<file path="config.mk">
export PLATFORM = sky130hd
export DESIGN_NAME = player_motion_ctrl
export DESIGN_NICKNAME = d
export VERILOG_FILES = /design/src/rtl/player_motion_ctrl.sv
export SDC_FILE = /design/constraint.sdc
export NUM_CORES = 1
export LEC_CHECK = 0
export BUFFER_PORTS_ARGS = -buffer_cell sky130_fd_sc_hd__buf_2
export CORE_ASPECT_RATIO = 1.2
export CORE_MARGIN = 2
export CORE_UTILIZATION = 30
export DETAILED_ROUTE_END_ITERATION = 8
export GPL_TIMING_DRIVEN = 0
export SETUP_SLACK_MARGIN = 0.3
export SLEW_MARGIN = 10
export SYNTH_ARGS = -nofsm -noshare
export SYNTH_HDL_FRONTEND = slang
export SYNTH_SLANG_ARGS = --single-unit
export TNS_END_PERCENT = 10
</file>
<file path="constraint.sdc">
create_clock -name clk -period 4.45 [get_ports clk]
set_clock_uncertainty 0.1 [all_clocks]
set_input_delay 0.89 -clock clk [delete_from_list [all_inputs] [get_ports clk]]
set_output_delay 0.89 -clock clk [all_outputs]
set_load 0.01 [all_outputs]
</file>
<file path="src/rtl/player_motion_ctrl.sv">
// ============================================================================
// Module   : player_motion_ctrl
// Purpose  : Per-frame player physics and state engine. It provides a
//            fixed-point vertical velocity with gravity, N-jump (MAX_JUMPS),
//            step-based horizontal run and respawn loading. Physics advances
//            once per `tick` strobe. All outputs are registered.
// Config   : `define JUMP_CUT_EN to enable variable jump height. When it is
//            defined, releasing jump while rising fast caps upward velocity
//            at -CUT_V.
// Ports    : clk, rst_n          clock, async active-low reset
//            tick                frame strobe (one clk)
//            keys[2:0]           left/right/jump ([3] ignored)
//            is_collide[3:0]     up/down/left/right contact, valid at tick
//            respawn, spawn_x/y  load spawn position (wins over tick)
//            direction           0 left, 1 right
//            action              00 idle, 01 run, 10 rise, 11 fall
//            pos_x/pos_y         integer pixel position (y grows downward)
//            vel_y               signed velocity, FRAC fraction bits
//            jumps_left          remaining jumps
// Revision : 1.0 - initial release
// ============================================================================
`default_nettype none

module player_motion_ctrl #(
  parameter int PW        = 10,
  parameter int FRAC      = 4,
  parameter int VW        = 8,
  parameter int INIT_X    = 200,
  parameter int INIT_Y    = 556,
  parameter int X_MAX     = 799,
  parameter int Y_MAX     = 599,
  parameter int RUN_STEP  = 2,
  parameter int GRAVITY   = 3,
  parameter int JUMP_V    = 64,
  parameter int JUMP2_V   = 52,
  parameter int VY_MAX    = 96,
  parameter int MAX_JUMPS = 2,
  parameter int CUT_V     = 16
) (
  input  logic                               clk,
  input  logic                               rst_n,
  input  logic                               tick,
  input  logic [3:0]                         keys,
  input  logic [3:0]                         is_collide,
  input  logic                               respawn,
  input  logic [PW-1:0]                      spawn_x,
  input  logic [PW-1:0]                      spawn_y,
  output logic                               direction,
  output logic [1:0]                         action,
  output logic [PW-1:0]                      pos_x,
  output logic [PW-1:0]                      pos_y,
  output logic [VW-1:0]                      vel_y,
  output logic [$clog2(MAX_JUMPS+1)-1:0]     jumps_left
);

  localparam int JW = $clog2(MAX_JUMPS + 1);
  // Y accumulator {pos_y, frac} plus a guard bit and a sign bit.
  localparam int SW = PW + FRAC + 2;

  localparam logic signed [VW-1:0] C_JUMP1   = VW'(-JUMP_V);
  localparam logic signed [VW-1:0] C_JUMP2   = VW'(-JUMP2_V);
  localparam logic signed [VW-1:0] C_CUT_NEG = VW'(-CUT_V);
  localparam logic signed [VW:0]   C_GRAV    = (VW+1)'(GRAVITY);
  localparam logic signed [VW:0]   C_VYMAX   = (VW+1)'(VY_MAX);

  typedef enum logic [0:0] {
    ST_GROUND = 1'b0,
    ST_AIR    = 1'b1
  } state_t;

  state_t                 state_q, state_d;
  logic [PW-1:0]          pos_x_q, pos_x_d;
  logic [PW-1:0]          pos_y_q, pos_y_d;
  logic [FRAC-1:0]        frac_q, frac_d;
  logic signed [VW-1:0]   vel_q, vel_d;
  logic [JW-1:0]          jumps_q, jumps_d;
  logic                   dir_q, dir_d;
  logic [1:0]             act_q, act_d;
  logic                   pend_q, pend_d;
  logic                   key_prev_q;

  logic                   w_left, w_right, w_move, w_rise, w_jump;
  logic [PW:0]            w_x_sum;
  logic signed [VW:0]     w_vy_grav;
  logic signed [VW-1:0]   w_vel_n;
  logic signed [SW-1:0]   w_y_sum;

  assign w_left  = keys[2];
  assign w_right = keys[1];
  assign w_move  = w_left ^ w_right;
  assign w_rise  = keys[0] & ~key_prev_q;

  logic unused_keys3;
  assign unused_keys3 = keys[3];

`ifndef JUMP_CUT_EN
  logic [VW-1:0] unused_cut;
  assign unused_cut = C_CUT_NEG;
`endif

  always_ff @(posedge clk or negedge rst_n) begin
    if (!rst_n) begin
      state_q    <= ST_GROUND;
      pos_x_q    <= PW'(INIT_X);
      pos_y_q    <= PW'(INIT_Y);
      frac_q     <= '0;
      vel_q      <= '0;
      jumps_q    <= JW'(MAX_JUMPS);
      dir_q      <= 1'b1;
      act_q      <= 2'b00;
      pend_q     <= 1'b0;
      key_prev_q <= 1'b0;
    end else begin
      state_q    <= state_d;
      pos_x_q    <= pos_x_d;
      pos_y_q    <= pos_y_d;
      frac_q     <= frac_d;
      vel_q      <= vel_d;
      jumps_q    <= jumps_d;
      dir_q      <= dir_d;
      act_q      <= act_d;
      pend_q     <= pend_d;
      key_prev_q <= keys[0];
    end
  end

  always_comb begin
    state_d   = state_q;
    pos_x_d   = pos_x_q;
    pos_y_d   = pos_y_q;
    frac_d    = frac_q;
    vel_d     = vel_q;
    jumps_d   = jumps_q;
    dir_d     = dir_q;
    act_d     = act_q;
    pend_d    = pend_q | w_rise;
    w_x_sum   = '0;
    w_vy_grav = '0;
    w_vel_n   = vel_q;
    w_y_sum   = '0;
    // A press arriving in the same clk as the tick is consumed by that tick.
    w_jump    = (pend_q | w_rise) && (jumps_q != '0);

    if (respawn) begin
      pos_x_d = spawn_x;
      pos_y_d = spawn_y;
      frac_d  = '0;
      vel_d   = '0;
      state_d = ST_AIR;
      act_d   = 2'b11;
      jumps_d = JW'(MAX_JUMPS - 1);
      pend_d  = 1'b0;
    end else if (tick) begin
      // Every tick consumes the pending press, usable or not, so an
      // exhausted press cannot fire later after landing.
      pend_d = 1'b0;

      // Horizontal
      if (w_move) begin
        dir_d = w_right;
      end
      if (w_move && w_right && !is_collide[0]) begin
        w_x_sum = {1'b0, pos_x_q} + (PW+1)'(RUN_STEP);
        pos_x_d = (w_x_sum > (PW+1)'(X_MAX)) ? PW'(X_MAX) : w_x_sum[PW-1:0];
      end else if (w_move && w_left && !is_collide[1]) begin
        pos_x_d = (pos_x_q < PW'(RUN_STEP)) ? '0 : pos_x_q - PW'(RUN_STEP);
      end

      // Vertical velocity: jump impulse, walk-off or gravity
      if (w_jump) begin
        w_vel_n = (state_q == ST_GROUND) ? C_JUMP1 : C_JUMP2;
        jumps_d = jumps_q - JW'(1);
        state_d = ST_AIR;
      end else if (state_q == ST_GROUND) begin
        if (!is_collide[2]) begin
          // Walking off a ledge spends the ground jump.
          state_d = ST_AIR;
          jumps_d = JW'(MAX_JUMPS - 1);
        end
      end else begin
`ifdef JUMP_CUT_EN
        if (!keys[0] && (w_vel_n < C_CUT_NEG)) begin
          w_vel_n = C_CUT_NEG;
        end
`endif
        w_vy_grav = $signed({w_vel_n[VW-1], w_vel_n}) + C_GRAV;
        w_vel_n   = (w_vy_grav > C_VYMAX) ? VW'(VY_MAX) : w_vy_grav[VW-1:0];
      end

      // Position step with ceiling / floor contact
      if (w_vel_n[VW-1] && is_collide[3]) begin
        w_vel_n = '0;
      end else if (!w_vel_n[VW-1] && is_collide[2] && (state_q == ST_AIR)) begin
        w_vel_n = '0;
        frac_d  = '0;
        state_d = ST_GROUND;
        jumps_d = JW'(MAX_JUMPS);
      end else begin
        w_y_sum = $signed({2'b00, pos_y_q, frac_q})
                + $signed({{(SW-VW){w_vel_n[VW-1]}}, w_vel_n});
        if (w_y_sum[SW-1]) begin
          pos_y_d = '0;
          frac_d  = '0;
        end else if (w_y_sum[SW-2:FRAC] > (PW+1)'(Y_MAX)) begin
          pos_y_d = PW'(Y_MAX);
          frac_d  = '0;
        end else begin
          pos_y_d = w_y_sum[PW+FRAC-1:FRAC];
          frac_d  = w_y_sum[FRAC-1:0];
        end
      end

      vel_d = w_vel_n;
      if (state_d == ST_AIR) begin
        act_d = w_vel_n[VW-1] ? 2'b10 : 2'b11;
      end else begin
        act_d = w_move ? 2'b01 : 2'b00;
      end
    end
  end

  assign direction  = dir_q;
  assign action     = act_q;
  assign pos_x      = pos_x_q;
  assign pos_y      = pos_y_q;
  assign vel_y      = vel_q;
  assign jumps_left = jumps_q;

endmodule

`default_nettype wire

</file>
==> flow_metrics.tcl <==
set metrics [dict create \
    run_status "finished, violations left" \
    violations "setup timing" \
    post_syn_area_um2 3900 \
    clock_latency_reported_for_the_late_side_of_the_worst_skew_pair_ps 290 \
    htree_levels 2 \
    grt_pass1_vias 3764 \
    report.final.setup_viol 11 \
    synth_cell_type_count 87 \
    synth.yosys.warnings 0 \
    critical_path_required_ps 4530 \
    final_critical_path_setup_slack_ps -289 \
    grt-ovfl-total 0 \
    layout.cells.non_filler 721 \
    clock_tree.root_cell "clkbuf_16" \
    hold-path-endpoint "direction" \
    critical_path_class "reg -> reg" \
    timing.hold.worst.start "direction" \
    placed_area_um2 4490 \
    worstPathCellList "or4_4 > a21oi_2 > o21ai_2 > a22oi_1 > o22ai_1 > a21oi_2 > buf_4 > nand3_1 > o21ai_0 > a22o_1 > ha_4 > a21o_1 > a21o_1 > o31ai_4 > nand3_2 > a211oi_4 > nor2_4 > o41a_4 > a32o_1" \
    tritoncts "built" \
    drc 0 \
    fin_setup_tns_ps -2390 \
    synth-seq-area-share_pct 25.3 \
    vias 3970 \
    hold_path_class "reg -> reg" \
    clock-sinks 39 \
    critPathArrivalTime_ps 4810 \
    endpoint_kind "flip-flop" \
    gpl.final_weighted_congestion 0.899 \
    timing.critical_path.from_type "flip-flop" \
    fill_cells 1310 \
    port_buffers 62 \
    detail_route.wirelength_um 12200 \
    clock_period_minus_final_worst_setup_slack_ps 4740 \
    ff2ff_setup_slack_ps -290 \
    die_area_um2 13900 \
    starting_density_of_the_core_pct 30.8 \
    r2r-start "vel_y[1]" \
    chipHeight_um 129 \
    cts_hold_repair.buffers 0 \
    synthesis.area_per_instance_um2 8.33 \
    post_drt_via_cell_ratio 5.51 \
    avgRoutedWirePerCell_um 16.9 \
    synth.net_count 523 \
    number_of_placement_rows 45 \
    grt_max_degree 40 \
    clkTransAtPathRegs_ps 70 \
    leakagePower_nw 2.22 \
    r2r-end "frac_q[2]" \
    timing_hold_violations_final 0 \
    hold_ws_ps 382 \
    max_clock_freq_mhz 211 \
    final_common_cell "buf_2" \
    detail_route.iter0.violations 283 \
    ff2ff_path_depth 19 \
    synth_seq_cells 39 \
    num-nets-final 611 \
    tightestPinTransition_ps 979 \
    die_x_um 108 \
    synth-async-reset-ratio_pct 100 \
    cts_max_path_buffers 2 \
    peak_ir_drop_on_the_vdd_network_v 0.000191 \
    drive_gt1_share_pct 29.1 \
    grt_setup_unrepaired "true" \
    grt_first_pass_wirelength_um 19400 \
    slew_violations 0 \
    slew_headroom_pct 34.7 \
    ant_nets 0 \
    crit_path_max_incr_delay_ps 550 \
    syn_inst 468 \
    layout.cell_area.non_filler_um2 4890 \
    antenna_cells_inserted 0 \
    flow.area_growth_from_synthesis_pct 25.4 \
    ys_dominant_reg_cell "dfrtp_1" \
    gr-usage-all-layers_pct 17.7 \
    largest_fanout_on_the_critical_path 8 \
    dpl.hpwl_um 9060 \
    tritonroute_pass_1_iters 4 \
    power_density_nw_per_um2 345 \
    worst_path_max_delay_cell "or4_4" \
    antenna_found_initial 0 \
    io_pins 65 \
    fin_total_pwr_mw 1.69 \
    core_area_um2 12700 \
    place_inst 694 \
    cts-buffers-inserted 5 \
    leading_cell_types_in_the_layout_fill_and_taps_excluded "buf_2 (62), nand2_1 (43), dfrtp_1 (28)" \
    synth_enable_flop_cells 0 \
    fin_crit_sh_pct 106 \
    worst_hold_path.num_cells 2 \
    drv_cap 0 \
]
==> cell usage after synthesis, types with 4 or more instances <==
cell | n | area share, %
ha_1 | 22 | 7.1
nand3_1 | 15 | 1.9
and2_1 | 4 | 0.64
a22o_1 | 9 | 2.0
o211ai_1 | 4 | 0.77
a221oi_1 | 7 | 1.6
a22oi_1 | 5 | 0.96
o22ai_1 | 6 | 0.96
clkbuf_1 | 21 | 2.0
dfstp_2 | 9 | 6.1
a32o_1 | 5 | 1.3
nor2b_1 | 8 | 1.3
inv_1 | 21 | 2.0
nor3_1 | 7 | 0.90
nand2_1 | 43 | 4.1
o21ai_0 | 24 | 3.1
xnor2_1 | 10 | 2.2
a21oi_1 | 30 | 3.9
buf_6 | 5 | 1.4
a31oi_1 | 10 | 1.6
a221o_1 | 4 | 1.0
a211oi_1 | 12 | 2.3
dfrtp_1 | 30 | 19
nor2_1 | 29 | 2.8
a21o_1 | 15 | 2.9
and4_1 | 5 | 1.1
xor2_1 | 11 | 2.5
mux2i_1 | 9 | 2.3
o31ai_1 | 6 | 1.2
nand4_1 | 4 | 0.64
==> metal layers <==
metal	track usage [%]	wire [µm]	share of wire, %
met5	0	0	0
met3	1.98	688	5.7
met2	28.3	5610	46
met1	24.9	5650	46
met4	5.58	219	1.8
==> stage by stage <==
stage               setup WS [ps]  utilization [%]
finish                       -289             38.6
global route                 -518             38.6
CTS                          -223             38.4
detailed placement           -478             35.4
global placement             -423             35.4
floorplan                   -4.52                -
==> critical path, delay by kind of cell, from the launching register on <==
kind,cells,cell delay (ps)
AO/OA/AOI/OAI,13,2830
AND/OR/NAND/NOR,4,840
flip-flops,1,460
adder cells (fa/ha/maj),1,230
buffers and inverters,1,150
==> state kept, by name (all words and copies together) (netlist names) <==
name        count
pos_y          10
jumps_left      2
frac_q          4
pos_x          10
direction       1
key_prev_q      1
pend_q          1
vel_y           8
action          1
state_q         1
==> how the worst max path moves through the flow <==
stage	startpoint	end	slack (ps)	cells after the start
3_3_place_gp	keys[0]	frac_q[0]	-420	17
4_1_cts	vel_y[1]	frac_q[2]	-220	20
3_5_place_dp	keys[0]	frac_q[1]	-480	17
5_1_grt	vel_y[1]	frac_q[3]	-520	21
6_report	vel_y[1]	frac_q[2]	-290	19
2_1_floorplan	vel_y[4]	frac_q[1]	-5	20
==> area by class of cell <==
class	count	area, µm²	area share (%)
Multi-Input combinational cell	375	2810	57.4
Sequential cell	39	990	20.2
Timing Repair Buffer	81	453	9.26
Tap cell	164	205	4.20
Buffer	33	196	4.02
Clock buffer	7	153	3.12
Inverter	21	78.8	1.61
Clock inverter	1	7.51	0.154
==> power by group <==
part / internal (mW) / switching, mW / leakage, nW / total [mW]
combinational: 0.357 / 0.472 / 1.67 / 0.829
sequential: 0.413 / 0.0484 / 0.469 / 0.461
clock: 0.239 / 0.160 / 0.0761 / 0.399
==> what timing repair did <==
| action | in CTS | in global routing |
|---|---|---|
| pin swaps | 20 | 5 |
| setup endpoints to repair | 14 | 14 |
| gates resized for setup | 16 | 3 |
| buffers inserted | 16 | 3 |
| gates cloned | 0 | 0 |
==> cell families (layout without fill, tap and decap cells) <==
kind of cell	after synthesis	in the layout	share of synthesized area, %
compound gates	176	176	33.2
simple gates	145	145	19.5
buf+inv	54	143	6.93
flops	39	39	25.3
fa+ha+maj	24	24	7.93
xor+xnor	21	21	4.72
mux	9	9	2.31
No activity file was read; power rests on OpenSTA's default activity.
